File: src/rtl/cpu_pkg.sv
// Shared CPU types and constants for the fetch front end.
package cpu_pkg;

    typedef logic [31:0] inst_t;
    typedef logic [31:0] addr_t;

    localparam inst_t NOP_INST    = 32'h0000_0000;
    localparam int    STALL_PC    = 0;
    localparam int    STALL_IFID  = 1;
    localparam logic  CHIPENABLE  = 1'b1;
    localparam logic  CHIPDISABLE = 1'b0;

    typedef enum logic {
        FETCH_IDLE = 1'b0,
        FETCH_RUN  = 1'b1
    } fetch_state_e;

    // Redirect addresses may arrive with junk in the byte-offset bits.
    function automatic addr_t word_align(input addr_t a);
        return {a[31:2], 2'b00};
    endfunction

endpackage

File: src/rtl/fetch_unit_if.sv
// Instruction ROM read port: fetch unit drives address/enable, ROM answers combinationally.
interface fetch_unit_if;
    import cpu_pkg::*;

    logic  rom_re;
    addr_t rom_addr;
    inst_t rom_inst;

    modport master (output rom_re, output rom_addr, input rom_inst);
    modport slave  (input rom_re, input rom_addr, output rom_inst);

endinterface

File: src/rtl/fetch_unit_pc_reg.sv
// Program counter with the IDLE/FETCH enable FSM and flush > stall > branch > +4 priority.
module pc_reg
    import cpu_pkg::*;
#(
    parameter addr_t RESET_PC = 32'h0000_0000
) (
    input  logic  clk,
    input  logic  rst,
    input  logic  stall_pc,
    input  logic  flush,
    input  addr_t flush_pc,
    input  logic  branch_flag,
    input  addr_t branch_target,
    output addr_t pc,
    output logic  fetch_en
);

    fetch_state_e state_r;
    addr_t        pc_r;
    logic         fetch_en_r;

    // Enable FSM and PC register; the PC holds on the IDLE->FETCH edge.
    always_ff @(posedge clk or negedge rst) begin
        if (!rst) begin
            state_r    <= FETCH_IDLE;
            pc_r       <= RESET_PC;
            fetch_en_r <= CHIPDISABLE;
        end else begin
            case (state_r)
                FETCH_IDLE: begin
                    state_r    <= FETCH_RUN;
                    fetch_en_r <= CHIPENABLE;
                    pc_r       <= pc_r;
                end
                FETCH_RUN: begin
                    state_r    <= FETCH_RUN;
                    fetch_en_r <= CHIPENABLE;
                    if (flush) begin
                        pc_r <= word_align(flush_pc);
                    end else if (stall_pc) begin
                        pc_r <= pc_r;
                    end else if (branch_flag) begin
                        pc_r <= word_align(branch_target);
                    end else begin
                        pc_r <= pc_r + 32'd4;
                    end
                end
                default: begin
                    state_r    <= FETCH_IDLE;
                    fetch_en_r <= CHIPDISABLE;
                    pc_r       <= RESET_PC;
                end
            endcase
        end
    end

    assign pc       = pc_r;
    assign fetch_en = fetch_en_r;

endmodule

File: src/rtl/fetch_unit.sv
// MIPS instruction-fetch stage: PC, ROM read port and IF/ID register.
// Optional DELAY_SLOT_EN: the word fetched alongside a taken branch enters IF/ID instead of being squashed.
module fetch_unit
    import cpu_pkg::*;
#(
    parameter addr_t RESET_PC = 32'h0000_0000
) (
    input  logic                clk,
    input  logic                rst,
    input  logic [1:0]          stall,
    input  logic                flush,
    input  addr_t               flush_pc,
    input  logic                branch_flag,
    input  addr_t               branch_target,
    fetch_unit_if.master        rom,
    output addr_t               id_pc,
    output inst_t               id_inst,
    output logic                id_valid
);

    addr_t pc_s;
    logic  fetch_en_s;
    logic  squash_s;
    addr_t id_pc_r;
    inst_t id_inst_r;
    logic  id_valid_r;

    pc_reg #(.RESET_PC(RESET_PC)) u_pc_reg (
        .clk           (clk),
        .rst           (rst),
        .stall_pc      (stall[STALL_PC]),
        .flush         (flush),
        .flush_pc      (flush_pc),
        .branch_flag   (branch_flag),
        .branch_target (branch_target),
        .pc            (pc_s),
        .fetch_en      (fetch_en_s)
    );

    assign rom.rom_addr = pc_s;
    assign rom.rom_re   = fetch_en_s;

`ifdef DELAY_SLOT_EN
    assign squash_s = 1'b0;
`else
    assign squash_s = branch_flag;
`endif

    // IF/ID register: flush > hold > bubble sources > capture.
    always_ff @(posedge clk or negedge rst) begin
        if (!rst) begin
            id_pc_r    <= 32'h0000_0000;
            id_inst_r  <= NOP_INST;
            id_valid_r <= 1'b0;
        end else if (flush) begin
            id_pc_r    <= 32'h0000_0000;
            id_inst_r  <= NOP_INST;
            id_valid_r <= 1'b0;
        end else if (stall[STALL_IFID]) begin
            id_pc_r    <= id_pc_r;
            id_inst_r  <= id_inst_r;
            id_valid_r <= id_valid_r;
        end else if (stall[STALL_PC] || (fetch_en_s == CHIPDISABLE) || squash_s) begin
            id_pc_r    <= 32'h0000_0000;
            id_inst_r  <= NOP_INST;
            id_valid_r <= 1'b0;
        end else begin
            id_pc_r    <= pc_s;
            id_inst_r  <= rom.rom_inst;
            id_valid_r <= 1'b1;
        end
    end

    assign id_pc    = id_pc_r;
    assign id_inst  = id_inst_r;
    assign id_valid = id_valid_r;

endmodule

File: src/flat_wrapper.sv
// flat-port wrapper written by rule: the top's interface ports become plain ports
module fetch_unit_flat import cpu_pkg::*;
#(
    parameter addr_t RESET_PC = 32'h0000_0000
)
  (clk, rst, stall, flush, flush_pc, branch_flag, branch_target, id_pc, id_inst, id_valid, rom_rom_re, rom_rom_addr, rom_rom_inst);
  fetch_unit_if rom_i ();
  input  logic clk;
  input  logic rst;
  input  logic [1:0] stall;
  input  logic flush;
  input  addr_t flush_pc;
  input  logic branch_flag;
  input  addr_t branch_target;
  output addr_t id_pc;
  output inst_t id_inst;
  output logic id_valid;
  output wire logic [$bits(rom_i.rom_re)-1:0] rom_rom_re;
  output wire logic [$bits(rom_i.rom_addr)-1:0] rom_rom_addr;
  input wire logic [$bits(rom_i.rom_inst)-1:0] rom_rom_inst;
  assign rom_rom_re = rom_i.rom_re;
  assign rom_rom_addr = rom_i.rom_addr;
  assign rom_i.rom_inst = rom_rom_inst;
  fetch_unit #(.RESET_PC(RESET_PC)) u_core (.clk(clk), .rst(rst), .stall(stall), .flush(flush), .flush_pc(flush_pc), .branch_flag(branch_flag), .branch_target(branch_target), .rom(rom_i), .id_pc(id_pc), .id_inst(id_inst), .id_valid(id_valid));
endmodule
File: config.mk
export PLATFORM = sky130hd
export DESIGN_NAME = fetch_unit_flat
export DESIGN_NICKNAME = d
export VERILOG_FILES = /design/src/rtl/cpu_pkg.sv /design/src/rtl/fetch_unit_if.sv /design/src/rtl/fetch_unit_pc_reg.sv /design/src/rtl/fetch_unit.sv /design/src/flat_wrapper.sv
export SDC_FILE = /design/constraint.sdc
export NUM_CORES = 1
export LEC_CHECK = 0
export ABC_AREA = 1
export ABC_CLOCK_PERIOD_IN_PS = 3900
export BUFFER_PORTS_ARGS = -buffer_cell sky130_fd_sc_hd__buf_2
export CAP_MARGIN = 20
export CORE_UTILIZATION = 40
export DETAILED_ROUTE_END_ITERATION = 10
export PLACE_DENSITY_LB_ADDON = 0.05
export SYNTH_ARGS = -nofsm -noshare
export SYNTH_HDL_FRONTEND = slang
export SYNTH_SLANG_ARGS = --single-unit
File: constraint.sdc
create_clock -name clk -period 3.9 [get_ports clk]
set_input_delay 0.585 -clock clk [delete_from_list [all_inputs] [get_ports clk]]
set_output_delay 0.585 -clock clk [all_outputs]
set_load 0.005 [all_outputs]
After elaboration in Yosys (flattened, before gate mapping)
Cells that the tools add are included. W data, S select, Z words.

Add/subtract/negate cells: 1. Equal/unequal tests: 2. Multiplexer cells: 13. Bitwise gates (word level): 1. Reductions and logical operators: 3.

Operators with widths (count): $mux W32 (10); $add A32 B3 Y32 const B (1); $mux W1 (3); $ne A3 B3 Y1 const B (1); $logic_or A1 B1 Y1 (2); $ne A2 B1 Y1 const B (1); $reduce_and A2 Y1 (1); $not A1 Y1 (1).

Flip-flop bits (word level): 98. Input port bits: 102. Output and inout bits: 98. Word-level logic and storage cells: 25.

Depth between registers and ports, before layout
Gate-level depths: netlist of the first run.

Depth after elaboration: 6. Mapped depth: 11. Depth with buffers taken out: 11.

Cells and area by module
Synthesis of the first run repeated with hierarchy kept, for this count alone.

Cells, all modules: 741. Area, all modules: 5460.2 µm².

By module, submodules not included: fetch_unit (times used 1, cells each 294, area an instance 2813.9 µm², sequential area each 1626.6 µm²); pc_reg (times used 1, cells each 447, area an instance 2646.3 µm², sequential area each 775.7 µm²).

Worst setup path after synthesis of the first run
No wires, ideal clock.

Path type: input to register. Start point: in flush. End point: reg u_core.u_pc_reg.pc_r[2], in the netlist u_core.u_pc_reg.pc[2]. Setup time: 0.130 ns. Arrival: 1.421 ns. Required time: 3.770 ns. Path slack: 2.350 ns. Stages on the path: 7. Buffers on the path: 4. Path through: buf_4 inv_2 buf_6 a21oi_2 buf_4 buf_2 o22ai_1.

Word-level cells in the longest chain between the ends: 2. Elaborated cells on any way between the ends: 4. Those cells by class: 1 x eq/ne; 2 x mux; 1 x reduce/logical.

Ends and longest elaborated chain: from (decl) (line flat_wrapper.sv:11) `input logic flush;`; $ne A3 B3 Y1 (no source line) / $mux W32 (equally long branches); $reduce_and A2 Y1 (no source line) / $mux W32 (equally long branches); to (signal assigned) (line fetch_unit_pc_reg.sv:33) `pc_r <= pc_r;`; to (signal assigned) (line fetch_unit_pc_reg.sv:39) `pc_r <= word_align(flush_pc);`; to (signal assigned) (line fetch_unit_pc_reg.sv:41) `pc_r <= pc_r;`; to (decl) (line fetch_unit_pc_reg.sv:19) `addr_t pc_r;`.

Parallel ways exist; a longest one is shown, timed or not. The select of a mux whose other input is x is not followed. A chain may end at the register's enable or synchronous reset.

Final worst setup path of the first run
Start point: in flush. End point: reg u_core.id_inst_r[27], in the netlist u_core.id_inst[27].

Word-level cells in the longest chain between the ends: 1. Elaborated cells on any way between the ends: 2. Those cells by class: 1 x eq/ne; 1 x mux.

Ends and longest elaborated chain: $ne A2 B1 Y1 (no source line) / $mux W32 (equally long branches); to (signal assigned) (line fetch_unit.sv:61) `id_inst_r <= id_inst_r;`; to (signal assigned) (line fetch_unit.sv:69) `id_inst_r <= rom.rom_inst;`; to (decl) (line fetch_unit.sv:25) `inst_t id_inst_r;`.

Parallel ways exist; a longest one is shown, timed or not.

==> results.sh, run 1 <==
export IMPL_clk_path_buf_depth=2
export IMPL_coreArea_sq_um=12600
export IMPL_place_inst=1040
export IMPL_htreeDepth=3
export IMPL_io_pins=200
export IMPL_end_kind="flop"
export IMPL_vias=5172
export IMPL_fillers=1318
export IMPL_fmax_ghz=0.405
export IMPL_crit_slowest_cell="buf_2"
export IMPL_arrival_ps=2730
export IMPL_viasPerCell=4.90
export IMPL_pwr_share_clk_pct=39.3
export IMPL_status="completed"
export IMPL_post_route_cells_drive_above_1_share_pct=26.8
export IMPL_skew_ps=3.52
export IMPL_synthTopCellsByArea="dfrtp_1 (46%), nand2_1 (12%), nand3_1 (9.8%), o21ai_0 (6.5%), nor2_1 (5.7%)"
export IMPL_cp_max_fo=52
export IMPL_peakVddDrop_v=0.000151
export IMPL_syn_area_per_cell_sq_um=7.32
export IMPL_grt_overflow_total=0
export IMPL_crit_required_ps=4160
export IMPL_path_common_cell="buf_4"
export IMPL_max_cap_violations=0
export IMPL_dp_hpwl_mm=10.7
export IMPL_max_stage_delay_ps=490
export IMPL_p_leak_uw=0.00356
export IMPL_register_area_sq_um=2380
export IMPL_grt_pass1_wl_mm=24.7
export IMPL_ant_nets=0
export IMPL_crit_buf_inv=4
export IMPL_start_util_pct=41.1
export IMPL_instances_no_fill=1055
export IMPL_p_per_area_nw_per_um2=390
export IMPL_path_cells="buf_2 > clkinv_2 > buf_4 > nand2_1 > nand3_2 > buf_4 > o21ai_0"
export IMPL_cts_tree="built"
export IMPL_placementRows=41
export IMPL_syn_to_final_growth_pct=26.4
export IMPL_clk_latency_ps=350
export IMPL_dp_slack_ps=1040
export IMPL_synth_distinct_cells=33
export IMPL_gp_congestion=0.891
export IMPL_setup_ws_ps=1430
export IMPL_synth_seq_cells=95
export IMPL_syn_inst=708
export IMPL_postCtsHoldBufs=0
export IMPL_fp_dieH_um=116
export IMPL_intPower_uw=1830
export IMPL_grt_util_all_layers_pct=24.2
export IMPL_drt_wl_total_mm=15.6
export IMPL_fin_tns_setup_ps=0
export IMPL_cp_start_kind="primary input"
export IMPL_syn_area_sq_um=5180
export IMPL_rr_worst_depth=7
export IMPL_relSlewSlack_pct=35.9
export IMPL_die_area_sq_um=13400
export IMPL_dieWidth_um=116
export IMPL_period_share_pct=63.4
export IMPL_synth_top_cell_by_area="dfrtp_1"
export IMPL_yosys_warnings=0
export IMPL_r2r_slack_ps=2220
export IMPL_r2r_end="u_core.u_pc_reg.pc[18]$_DFFE_PN0P_"
export IMPL_first_pass_iters=5
export IMPL_tightest_slew_ps=962
export IMPL_hp_class="primary input to asynchronous set/reset pin"
export IMPL_synth_top_cell_area_share_pct=45.9
export IMPL_rsz0062_at_grt="no"
export IMPL_avgRoutedWirePerCell_um=14.8
export IMPL_yosysSeqAreaShare_pct=45.9
export IMPL_crit_family="buffers and inverters"
export IMPL_power_frac_seq_pct=44.0
export IMPL_hold_viol=0
export IMPL_multiInputGateArea_sq_um=2310
export IMPL_antenna_cells=0
export IMPL_grt_pass1_vias=4925
export IMPL_layout_nets=982
export IMPL_grt_antenna_before_repair=0
export IMPL_post_cts_buffers=0
export IMPL_p_sw_uw=719
export IMPL_io_buffers=193
export IMPL_placed_area_sq_um=6220
export IMPL_drv_slew=0
export IMPL_drc=0
export IMPL_drtIter0Drc=316
export IMPL_stdcell_area_sq_um=6550
export IMPL_ctsResizeCount=0
export IMPL_swShare_pct=28.2
export IMPL_cts_root_buf="clkbuf_16"
export IMPL_numCtsBuffers=9
export IMPL_setup_viol=0
export IMPL_finalCriticalPeriod_ps=2470
export IMPL_worstReg2RegStart="u_core.u_pc_reg.fetch_en$_DFF_PN0_"
export IMPL_critPathKind="primary input to flop"
export IMPL_largest_register_ffs=32
export IMPL_combPwrFrac_pct=16.7
export IMPL_grt_max_degree=72
export IMPL_cts_clk_slew_worst_paths_ps=60
export IMPL_clock_sinks=95
per-layer routing:
| layer | vias to the layer above | share of wire (%) | GRT usage, % |
|---|---|---|---|
| li1 | 2601 | - | - |
| met1 | 2387 | 46 | 31.3 |
| met2 | 166 | 46 | 39.3 |
| met3 | 18 | 6.5 | 5.39 |
| met4 | 0 | 1.8 | 9.49 |
| met5 | - | 0 | 0 |
power groups by stage:
stage          clock [uW]  combinational, uW  sequential [uW]
4_1_cts              1030                432             1120
3_3_place_gp            0                425             1140
3_5_place_dp            0                430             1140
5_1_grt              1060                489             1130
6_report             1000                427             1120
2_1_floorplan           0                239             1130
per-stage QoR:
step | util (%) | hold WS, ps | total power (uW)
2_1_floorplan | - | 289 | 1370
3_3_place_gp | 49.3 | 492 | 1560
3_5_place_dp | 49.3 | 496 | 1570
4_1_cts | 51.9 | 403 | 2580
5_1_grt | 51.9 | 438 | 2680
6_report | 51.9 | 344 | 2550
placed cells by master, fill, tap and decap left out, drive strengths merged:
cell and count:
a211oi 2, a21o 2, a21oi 22, and2 2, buf 201, bufinv 3, clkbuf 11, clkinv 3
conb 3, dfrtp 95, ha 1, inv 74, nand2 170, nand3 102, nand3b 1, nor2 90
nor3 1, o211ai 1, o21ai 90, o22ai 3, xnor2 1, xor2 5
worst max-delay path by stage:
stage                     start                                 to  slack [ps]  cells past startpoint
after global placement    flush       u_core.id_pc[28]$_DFFE_PN0P_        1140                      7
after global routing      flush       u_core.id_pc[31]$_DFFE_PN0P_        1190                      7
final                     flush     u_core.id_inst[27]$_DFFE_PN0P_        1430                      7
after floorplan           flush  u_core.u_pc_reg.pc[2]$_DFFE_PN0P_        2350                      7
after detailed placement  flush     u_core.id_inst[27]$_DFFE_PN0P_        1040                      7
after CTS                 flush     u_core.id_inst[27]$_DFFE_PN0P_        1410                      7
cell type report:
cell class | count | share of cell area (%)
clock inverter | 4 | 1.45
timing repair buffer | 201 | 15.7
multi-input combinational | 496 | 35.3
sequential | 95 | 36.3
tap | 172 | 3.29
clock buffer | 11 | 3.55
inverter | 76 | 4.37
synth_stat cells:
cell type / n
o211ai_1: 1
clkbuf_1: 20
buf_6: 1
nand3_2: 1
nand3_1: 101
o21ai_1: 23
a211oi_1: 2
inv_2: 3
nor2_1: 79
nor2_4: 5
nor3_2: 1
xnor2_1: 1
buf_1: 1
nor2_8: 1
conb_1: 2
a21oi_2: 1
a21o_1: 2
nand3b_1: 1
clkinv_1: 1
nand2_4: 3
a21oi_1: 21
ha_1: 1
buf_2: 13
nand2_2: 3
buf_4: 7
o22ai_1: 3
dfrtp_1: 95
o21ai_0: 67
xor2_1: 5
nand2_1: 164
inv_1: 72
and2_1: 2
nor2_2: 5
kinds of logic (layout without fill, tap and decap cells):
group                      count (synthesis)  count (layout)  share of synthesized area [%]
other                                      2               3                          0.145
xor gates and xnor gates                   6               6                           1.01
AOI/OAI and AO/OA                        120             120                           12.0
adders and majority gates                  1               1                          0.241
DFF                                       95              95                           45.9
buffers and inverters                    118             292                           9.51
and+or+nand+nor                          366             366                           31.2
Power figures use the tool's default switching activity.
==> run 2, diff against run 1 <==
- ABC_CLOCK_PERIOD_IN_PS: 3900 -> 2100
- clock period: 3.9 -> 2.1 ns (I/O delays scaled with it)
==> run 2 against run 1 <==
  * Via count grew 0.19%
  * Critical endpoint is now u_core.u_pc_reg.pc[16]$_DFFE_PN0P_
  * Sequential cell count stayed put
  * Core utilization increased by 0.12 points
  * Critical path depth is 2 higher
  * Sequential share of layout area fell by 0.083 points
  * Clock power grew 47%
  * Setup slack worse by 990 ps
  * Critical path type is now flop to flop
  * Highest routed layer is now met5
  * Final area rose by 0.23%
==> results.sh, run 2 (synthesis gave the netlist of run 1 again) <==
export IMPL_tightest_slew_ps=707
export IMPL_finalCriticalPeriod_ps=1660
export IMPL_avgRoutedWirePerCell_um=14.5
export IMPL_clock_sinks=95
export IMPL_power_frac_seq_pct=47.7
export IMPL_grt_overflow_total=0
export IMPL_dp_slack_ps=402
export IMPL_drt_wl_total_mm=15.4
export IMPL_skew_ps=3.35
export IMPL_dieWidth_um=116
export IMPL_crit_family="simple AND/OR/NAND/NOR gates"
export IMPL_rsz0062_at_grt="no"
export IMPL_numCtsBuffers=9
export IMPL_pwr_share_clk_pct=33.8
export IMPL_io_buffers=193
export IMPL_grt_max_degree=64
export IMPL_p_leak_uw=0.00358
export IMPL_post_route_cells_drive_above_1_share_pct=27.1
export IMPL_start_util_pct=41.1
export IMPL_die_area_sq_um=13400
export IMPL_gp_congestion=0.917
export IMPL_largest_register_ffs=32
export IMPL_path_cells="ha_1 > nand2_2 > nor2_4 > nand2_1 > nor2_2 > nand2_1 > nand3_1 > a21o_1 > nand2_1"
export IMPL_first_pass_iters=4
export IMPL_clk_path_buf_depth=2
export IMPL_grt_pass1_vias=5021
export IMPL_hold_viol=0
export IMPL_crit_buf_inv=0
export IMPL_max_cap_violations=0
export IMPL_layout_nets=987
export IMPL_critPathKind="flop to flop"
export IMPL_whs_endpoint="u_core.id_inst[17]$_DFFE_PN0P_"
export IMPL_final_cell_mix="buf_2 (192), nand2_1 (164), nand3_1 (101)"
export IMPL_setup_ws_ps=441
export IMPL_p_sw_uw=1300
export IMPL_final_core_util_pct=52.0
export IMPL_worstReg2RegStart="u_core.u_pc_reg.pc[2]$_DFFE_PN0P_"
export IMPL_r2r_slack_ps=440
export IMPL_io_pins=200
export IMPL_stdcell_area_sq_um=6570
export IMPL_drtIter0Drc=249
export IMPL_hold_start="rom_rom_inst[17]"
export IMPL_whs_path_depth=3
export IMPL_cp_max_fo=4
export IMPL_vias=5182
export IMPL_crit_required_ps=2340
export IMPL_ant_nets=0
export IMPL_grt_antenna_before_repair=2
export IMPL_swShare_pct=29.6
export IMPL_coreArea_sq_um=12600
export IMPL_dp_hpwl_mm=11.0
export IMPL_peakVddDrop_v=0.000328
export IMPL_status="completed"
export IMPL_rr_worst_depth=9
export IMPL_intPower_uw=3070
export IMPL_cp_start_kind="flop"
export IMPL_antenna_cells=0
export IMPL_grt_util_all_layers_pct=23.8
export IMPL_cts_clk_slew_worst_paths_ps=60
export IMPL_layout_commonest_cell="buf_2"
export IMPL_fmax_ghz=0.603
export IMPL_relSlewSlack_pct=52.9
export IMPL_crit_slowest_cell="dfrtp_1"
export IMPL_setup_viol=0
export IMPL_clk_latency_ps=340
export IMPL_period_share_pct=79.0
export IMPL_cts_tree="built"
export IMPL_fin_tns_setup_ps=0
export IMPL_cts_root_buf="clkbuf_16"
export IMPL_hp_class="primary input to flop"
export IMPL_p_per_area_nw_per_um2=665
export IMPL_max_stage_delay_ps=410
export IMPL_r2r_end="u_core.u_pc_reg.pc[16]$_DFFE_PN0P_"
export IMPL_place_inst=1044
export IMPL_grt_pass1_wl_mm=24.4
export IMPL_fillers=1318
export IMPL_viasPerCell=4.90
export IMPL_syn_to_final_growth_pct=26.7
export IMPL_placementRows=41
export IMPL_fp_dieH_um=116
export IMPL_arrival_ps=1900
export IMPL_drv_slew=0
export IMPL_placed_area_sq_um=6300
export IMPL_post_cts_buffers=0
export IMPL_htreeDepth=3
export IMPL_drc=0
export IMPL_end_kind="flop"
export IMPL_instances_no_fill=1058
export IMPL_combPwrFrac_pct=18.5
export IMPL_path_common_cell="nand2_1"
[run 2: per-layer routing]
metal | vias to the layer above | GRT usage (%) | wire, um
met1 | 2379 | 29.4 | 6690
li1 | 2615 | - | -
met3 | 16 | 5.07 | 1050
met2 | 170 | 40.6 | 7380
met4 | 2 | 9.06 | 233
met5 | - | 0 | 13
[run 2: worst register-to-register path, cell delays in order, from the launching register on]
cell and delay [ps]:
dfrtp_1 410, ha_1 220, nand2_2 100, nor2_4 130
nand2_1 140, nor2_2 220, nand2_1 70, nand3_1 110
a21o_1 120, nand2_1 40
[run 2: repair_timing]
action,CTS,global route
gates resized for setup,0,0
hold endpoints to repair,33,0
hold buffers,1,0
[run 2: worst max-delay path by stage]
| stage | from | endpoint | slack [ps] | cells after the start |
|---|---|---|---|---|
| global route | u_core.u_pc_reg.pc[2]$_DFFE_PN0P_ | u_core.u_pc_reg.pc[16]$_DFFE_PN0P_ | 280 | 9 |
| CTS | u_core.u_pc_reg.pc[3]$_DFFE_PN0P_ | u_core.u_pc_reg.pc[16]$_DFFE_PN0P_ | 450 | 9 |
| finish | u_core.u_pc_reg.pc[2]$_DFFE_PN0P_ | u_core.u_pc_reg.pc[16]$_DFFE_PN0P_ | 440 | 9 |
| floorplan | u_core.u_pc_reg.pc[3]$_DFFE_PN0P_ | u_core.u_pc_reg.pc[24]$_DFFE_PN0P_ | 670 | 10 |
| detailed placement | branch_flag | u_core.u_pc_reg.pc[7]$_DFFE_PN0P_ | 400 | 8 |
| global placement | branch_flag | u_core.u_pc_reg.pc[8]$_DFFE_PN0P_ | 440 | 8 |
[run 2: layout make-up]
type	instances	area (sq um)	share of cell area, %
clock buffers	11	243	3.70
well taps	172	215	3.28
inverters	76	287	4.36
flip-flops and latches	95	2380	36.2
multi-input cells	496	2310	35.3
clock inverters	2	10.0	0.152
repair buffers	206	1120	17.0
[run 2: power by group through the flow]
| stage | sequential, uW | clock, uW | combinational, uW |
|---|---|---|---|
| after global placement | 2110 | 0 | 804 |
| after global routing | 2100 | 1580 | 920 |
| after detailed placement | 2120 | 0 | 816 |
| after floorplan | 2100 | 0 | 443 |
| after CTS | 2080 | 1520 | 820 |
| final | 2080 | 1470 | 810 |
[run 2: through the flow]
step                total power [uW]  hold slack [ps]
finish                          4370              205
global route                    4600              220
CTS                             4420              195
detailed placement              2930              323
global placement                2920              318
floorplan                       2540             19.4
